===== src/rtl/nbit_pipe_addsub_pkg.sv =====
// rtl/nbit_pipe_addsub_pkg.sv - shared constants and sizing helpers for nbit_pipe_addsub
package nbit_pipe_pkg;

    localparam logic MODE_ADD = 1'b0;
    localparam logic MODE_SUB = 1'b1;

    // Width of one carry chunk; every stage resolves exactly one chunk.
    function automatic int chunk_w(input int n, input int stages);
        return n / stages;
    endfunction

    // Legal split: 1..n stages and the width divides evenly into chunks.
    function automatic bit chunk_fits(input int n, input int stages);
        return (stages >= 1) && (stages <= n) && ((n % stages) == 0);
    endfunction

endpackage


===== src/rtl/nbit_pipe_addsub_adder.sv =====
// rtl/nbit_pipe_addsub_adder.sv - combinational N-bit adder used as one pipeline carry chunk
module nbit_adder #(
    parameter int N = 8
) (
    input  logic [N-1:0] a_i,
    input  logic [N-1:0] b_i,
    input  logic         cin_i,
    output logic [N-1:0] s_o,
    output logic         cout_o
);

    assign {cout_o, s_o} = {1'b0, a_i} + {1'b0, b_i} + {{N{1'b0}}, cin_i};

endmodule


===== src/rtl/nbit_pipe_addsub.sv =====
// rtl/nbit_pipe_addsub.sv - pipelined N-bit add/sub with valid/ready; NBIT_PIPE_ADDSUB_SAT_EN enables signed saturation
module nbit_pipe_addsub
    import nbit_pipe_pkg::*;
#(
    parameter int N      = 8,
    parameter int STAGES = 2
) (
    input  logic         clk,
    input  logic         reset,
    input  logic         in_valid,
    output logic         in_ready,
    input  logic [N-1:0] a,
    input  logic [N-1:0] b,
    input  logic         cin,
    input  logic         sub,
    output logic         out_valid,
    input  logic         out_ready,
    output logic [N-1:0] s,
    output logic         cout,
    output logic         ovf,
    output logic         zero
);

    localparam int W = chunk_w(N, STAGES);
    localparam int L = STAGES - 1;

    if (!chunk_fits(N, STAGES)) begin : g_bad_cfg
        $error("nbit_pipe_addsub: N must be a multiple of STAGES and STAGES in 1..N");
    end

    logic                        adv;
    logic [STAGES-1:0]           v_q;
    logic [STAGES-1:0][N-1:0]    a_q, bp_q, res_q;
    logic [STAGES-1:0]           c_q;
    logic [STAGES-1:0][N-1:0]    a_in, bp_in, res_in, res_d;
    logic [STAGES-1:0]           c_in;
    logic [STAGES-1:0][W-1:0]    ch_s;
    logic [STAGES-1:0]           ch_c;
    logic [N-1:0]                s_wrap, s_d;
    logic                        a_msb, bp_msb, ovf_d;
    logic [N-1:0]                s_q;
    logic                        cout_q, ovf_q, zero_q;

    // Whole pipe moves together; a full pipe with a stalled sink freezes everything.
    assign adv = !v_q[L] || out_ready;

    // Stage inputs: stage 0 takes the ports (B inverted and carry forced for subtract),
    // later stages take the skewed operands and partial sum of the previous stage.
    always_comb begin
        a_in[0]   = a;
        bp_in[0]  = (sub == MODE_SUB) ? ~b : b;
        c_in[0]   = (sub == MODE_ADD) ? cin : 1'b1;
        res_in[0] = '0;
        for (int k = 1; k < STAGES; k++) begin
            a_in[k]   = a_q[k-1];
            bp_in[k]  = bp_q[k-1];
            c_in[k]   = c_q[k-1];
            res_in[k] = res_q[k-1];
        end
        for (int k = 0; k < STAGES; k++) begin
            res_d[k]            = res_in[k];
            res_d[k][k*W +: W]  = ch_s[k];
        end
    end

    for (genvar k = 0; k < STAGES; k++) begin : g_chunk
        nbit_adder #(.N(W)) u_chunk (
            .a_i    (a_in[k][k*W +: W]),
            .b_i    (bp_in[k][k*W +: W]),
            .cin_i  (c_in[k]),
            .s_o    (ch_s[k]),
            .cout_o (ch_c[k])
        );
    end

    // Final-stage flags from the completed sum and the operand MSBs carried down the pipe.
    always_comb begin
        s_wrap = res_d[L];
        a_msb  = a_in[L][N-1];
        bp_msb = bp_in[L][N-1];
        ovf_d  = (a_msb == bp_msb) && (s_wrap[N-1] != a_msb);
`ifdef NBIT_PIPE_ADDSUB_SAT_EN
        if (ovf_d) begin
            s_d = a_msb ? {1'b1, {(N-1){1'b0}}} : {1'b0, {(N-1){1'b1}}};
        end else begin
            s_d = s_wrap;
        end
`else
        s_d = s_wrap;
`endif
    end

    // Valid bits and result registers: cleared by reset, held while stalled.
    always_ff @(posedge clk) begin
        if (reset) begin
            v_q    <= '0;
            s_q    <= '0;
            cout_q <= 1'b0;
            ovf_q  <= 1'b0;
            zero_q <= 1'b0;
        end else if (adv) begin
            v_q[0] <= in_valid;
            for (int k = 1; k < STAGES; k++) begin
                v_q[k] <= v_q[k-1];
            end
            s_q    <= s_d;
            cout_q <= ch_c[L];
            ovf_q  <= ovf_d;
            zero_q <= (s_d == '0);
        end
    end

    // Operand and partial-sum registers; qualified by the valid bits, so no reset.
    always_ff @(posedge clk) begin
        if (adv) begin
            for (int k = 0; k < STAGES; k++) begin
                a_q[k]   <= a_in[k];
                bp_q[k]  <= bp_in[k];
                c_q[k]   <= ch_c[k];
                res_q[k] <= res_d[k];
            end
        end
    end

    // Last-stage copies and already-consumed low chunks are never read.
    logic unused_q;
    assign unused_q = ^{a_q, bp_q, c_q, res_q};

    assign in_ready  = adv;
    assign out_valid = v_q[L];
    assign s         = s_q;
    assign cout      = cout_q;
    assign ovf       = ovf_q;
    assign zero      = zero_q;

endmodule

===== config.mk =====
export PLATFORM = sky130hd
export DESIGN_NAME = nbit_pipe_addsub
export DESIGN_NICKNAME = d
export VERILOG_FILES = /design/src/rtl/nbit_pipe_addsub_pkg.sv /design/src/rtl/nbit_pipe_addsub_adder.sv /design/src/rtl/nbit_pipe_addsub.sv
export SDC_FILE = /design/constraint.sdc
export NUM_CORES = 1
export LEC_CHECK = 0
export CORE_AREA = 2 2 49 51
export CTS_CLUSTER_DIAMETER = 60
export DETAILED_ROUTE_END_ITERATION = 8
export DIE_AREA = 0 0 51 53
export DONT_BUFFER_PORTS = 1
export PLACE_DENSITY = 0.83
export SLEW_MARGIN = 20
export SYNTH_ARGS = -nofsm -noshare
export SYNTH_HDL_FRONTEND = slang
export SYNTH_HIERARCHICAL = 1
export SYNTH_SLANG_ARGS = --single-unit

===== constraint.sdc =====
create_clock -name clk -period 2.2 [get_ports clk]
set_input_delay 0.33 -clock clk [delete_from_list [all_inputs] [get_ports clk]]
set_output_delay 0.33 -clock clk [all_outputs]
set_load 0.005 [all_outputs]

==> Word level (Yosys, flattened, before mapping) <==
Index checks and enable logic that the tools add are counted.
{ "op_classes": {"n_mux": 2, "n_reduce_logical": 4, "addsub": 4, "n_bitwise": 1, "eq_ne": 2} }
{ "op_table": {"columns": ["cell", "count"], "rows": [
  ["$add A4 B4 Y5", 2],
  ["$add A5 B1 Y5", 2],
  ["$logic_not A8 Y1", 1],
  ["$mux W8", 1],
  ["$not A8 Y8", 1],
  ["$eq A1 B1 Y1", 1],
  ["$logic_and A1 B1 Y1", 1],
  ["$logic_not A1 Y1", 1],
  ["$logic_or A1 B1 Y1", 1],
  ["$mux W1", 1],
  ["$ne A1 B1 Y1", 1]
]} }
{ "totals": {"output_inout_bits": 13, "word_cells": 22, "reg_bits": 34, "input_bits": 22} }

==> Logic depth before layout (Yosys ltp) <==
{ "depth": {"ltp_word": 4, "mapped_depth": 8, "ltp_nobuf": 8} }

==> Modules after synthesis <==
The synthesis kept the hierarchy.
{ "by_module_without_submodules": {"columns": ["module", "instances", "cells_per_inst", "area_per_inst_um2", "seq_area_each_um2"], "rows": [
  ["nbit_pipe_addsub", 1, 82, 954.7, 650.6],
  ["nbit_adder", 2, 16, 143.9, 0.0]
]} }

==> Worst setup path before layout <==
Ideal clock, no wire load.
{ "synth_path": {"kind": "register to register", "startpoint": "register a_q (netlist bit a_in[12])", "endpoint": "register ovf_q (netlist: ovf)", "path_buffers": 0, "setup_slack_ps": 197, "stages_incl_launch_ff": 7, "arrival_time_ps": 1915, "cell_sequence": "edfxtp_1 fa_1 a21o_1 a21oi_2 xnor2_1 or3b_1 a311oi_2"} }
{ "synth_rtl": {"columns": ["item", "line", "source"], "rows": [
  ["start: declaration", "nbit_pipe_addsub.sv:33", "logic [STAGES-1:0][N-1:0] a_q, bp_q, res_q;"],
  ["start signal: indexed assignment", "nbit_pipe_addsub.sv:117", "a_q[k] <= a_in[k];"],
  ["end signal: assignment", "nbit_pipe_addsub.sv:108", "ovf_q <= ovf_d;"],
  ["end: declaration", "nbit_pipe_addsub.sv:42", "logic cout_q, ovf_q, zero_q;"]
]} }

==> metrics.txt <==
XOR/XNOR share of the synthesized area=roughly 8.5%; clock tree buffer depth=2; startpoint types=flip-flop; WL final=between 1500 and 2000 um; max cap viols=0; Layout area overhead=6.24%; FFs w/ async S/R, synth=0%; Syn Inst Count=around 110; max_slew headroom=about four fifths; switching share of power=26.0%; Least-Margin Pin Slew=approximately 0.33 ns; nets=around 150; crit end category=flip-flop; Hold Path Class=input pin to flip-flop; # rows=17; Synth cell types=25; Main synth FF type=edfxtp_1; Adder-Cell Fraction of Synth Area=around an eighth; Synth Register Bits=26; post-synth design cell area=0.00124 mm^2; clock slew seen by the registers of the worst setup and hold paths=0.14 ns; Synth area leader=edfxtp_1; vias=772; final count of hold timing violations=0; Synth top cells by count=nand2_1 (21), dfxtp_1 (13), edfxtp_1 (13); die area=between 0.002 and 0.003 mm^2; top-area cell type share of the netlist area=about a third; CP top delay family=compound AO/OA/AOI/OAI gates; critical path's largest stage delay=0.44 ns; post-synthesis mux area share=0%; Syn Nets=146; count of pins over their slew limit=0; initial antenna violation count=0; CTS H-tree depth=1; Worst Path Buf+Inv=0; die width=51 um; CP Max Fanout=4; Synth Area per Inst=~11 um^2; Root Buffer=clkbuf_4; Routed Antenna Nets=0; Max Clk Rate=roughly 0.47 GHz; clock share of power=roughly 22%; worst setup path class=flip-flop to flip-flop; most common cell in the netlist=nand2_1; Final HPWL DP=about 1400 um; insertion delay to the later sink of the worst-skew pair=about 0.31 ns; Internal Dissipation=approximately 0.00080 W; Critical Path, Cell by Cell=fa_2, a21o_1, a21oi_2, xnor2_2, or3b_4, a311oi_2; Final Skew=about 0.0082 ns; min Tclk post-route=about 2.1 ns; vias in the first global route=~760; Ports=35; Yosys warnings=6; Final setup viols=0; DRC viols=0; Power Dens Cells=a little over 800 mW/mm^2; n_diodes=0; CTS tree=built; gr ovfl total=0; routability-driven placement congestion ratio=around 0.78; P_leak=~0.55 nW; CP max stage cell=edfxtp_1; drt pass-1 iters=4; core area=0.00215 mm^2; Seq/Total Area, Yosys=between 50% and 60%; post-synthesis compound-gate area fraction=under 10%; VDD IR max=roughly 0.00054 V; fin crit share=roughly 96%; Hold Buf Count CTS=0; Worst Path Required=about 2.4 ns; largest family of logic cells by synthesized area=simple AND/OR/NAND/NOR gates; first-pass GRT wire length=3020 um; number of CTS-inserted buffers=3; DR vias/cell=roughly 5.4; Seq pwr share=58.9%; switching power=about 0.00028 W; largest net degree at the start of global routing=18; simple-gate share of the synthesized area=about an eighth; Total Power=around 0.0011 W; I/O Buffers=0; First DRT Iteration DRCs=8; ranking of synthesized cells by area=edfxtp_1 (31%), dfxtp_1 (21%), fa_1 (6.4%); WL/cell=12.9 um; Die Y=53 um; Initial Util=between 50% and 60%; Util after Layout=about three fifths; total global-route track usage=about 15%; Post-synth EDFFs=13; Data arrival, critical path=approximately 2.4 ns; status=complete, no violations; Setup Fix Bufs, Post-CTS=0; CTS sink count=26; layout cells sized above 1=between 10 and 15%; fraction of power consumed by combinational cells=between 10% and 20%; post_cts resized=0
## area by class of cell
type                            instances  area [um^2]
Clock buffer                            4         36.3
Multi-Input combinational cell         75          549
Inverter                                9         33.8
Tap cell                               28         35.0
Sequential cell                        26          651
Timing Repair Buffer                    2         15.0
Fill cell                             194          828
## routing by layer
metal	vias to the layer above	GRT usage [%]	wire (um)
li1	383	-	-
met3	2	4.52	156
met5	-	0	0
met2	28	28.1	987
met1	359	15.0	681
met4	0	9.46	27
## per-stage QoR
stage,cell area (um^2),setup slack (ns),instances,TNS [ns],hold WS [ns]
finish,1320,0.0775,144,0,0.0594
detailed placement,1270,0.0490,140,0,0.403
global route,1320,-0.0106,144,-0.0106,0.0314
floorplan,1240,0.197,114,0,0.398
CTS,1310,0.0174,144,0,0.0463
global placement,1270,0.164,140,0,0.399
## final timing paths
| path | from | end | slack [ns] | cells after the start |
|---|---|---|---|---|
| max | a_in[12] | ovf | 0.08 | 6 |
| min | reset | ovf | 0.06 | 1 |
| max reg2reg | a_in[12] | ovf | 0.08 | 6 |
| min reg2reg | v_q[0] | v_q[0] | 0.47 | 2 |
## worst reg2reg max path: cells and delay by family, from the launching register on
kind	cells	cell delay, ns
flip-flops	1	0.44
AND/OR/NAND/NOR	1	0.41
XOR/XNOR	1	0.16
adder cells (fa/ha/maj)	1	0.41
AO/OA/AOI/OAI	3	0.64
## power by group through the flow
stage / Sequential, W / Clock, W / Combinational, W
detailed placement: 0.000645 / 0 / 0.000198
global route: 0.000641 / 0.000260 / 0.000242
CTS: 0.000634 / 0.000243 / 0.000200
global placement: 0.000642 / 0 / 0.000189
finish: 0.000633 / 0.000233 / 0.000208
floorplan: 0.000634 / 0 / 0.000172
## cell families (layout without fill, tap and decap cells)
| family | count (synthesis) | after routing |
|---|---|---|
| compound gates | 18 | 18 |
| xor+xnor | 12 | 12 |
| fa+ha+maj | 10 | 10 |
| buf+inv | 13 | 15 |
| flops | 26 | 26 |
| simple gates | 35 | 35 |
## registers in the layout, summed over array words and instances, names as in the netlist
signal  cells
a_in        4
bp_in       4
c_q         1
cout        1
ovf         1
res_d       4
s           8
v_q         2
zero        1
## placed cells by master, fill, tap and decap left out
| cell type | synthesis | layout |
|---|---|---|
| nor2b_2 | 1 | 1 |
| a311oi_2 | 1 | 1 |
| nor2b_1 | 2 | 2 |
| a21oi_2 | 2 | 2 |
| fa_2 | 0 | 1 |
| or3b_4 | 0 | 1 |
| o21ai_0 | 2 | 2 |
| buf_4 | 1 | 2 |
| a21o_1 | 2 | 2 |
| clkbuf_8 | 0 | 1 |
| xor2_1 | 8 | 8 |
| nor4_1 | 2 | 2 |
| nand2b_1 | 2 | 2 |
| fa_1 | 4 | 3 |
| inv_1 | 9 | 9 |
| edfxtp_1 | 13 | 13 |
| nand3_1 | 1 | 1 |
| a21oi_1 | 11 | 11 |
| or2_2 | 1 | 1 |
| nor2_1 | 3 | 3 |
| ha_1 | 6 | 6 |
| clkbuf_4 | 0 | 3 |
| xnor2_1 | 4 | 3 |
| nand2_1 | 21 | 21 |
| nand3b_1 | 1 | 1 |
| xnor2_2 | 0 | 1 |
| dfxtp_1 | 13 | 13 |
Power figures use the tool's default switching activity.
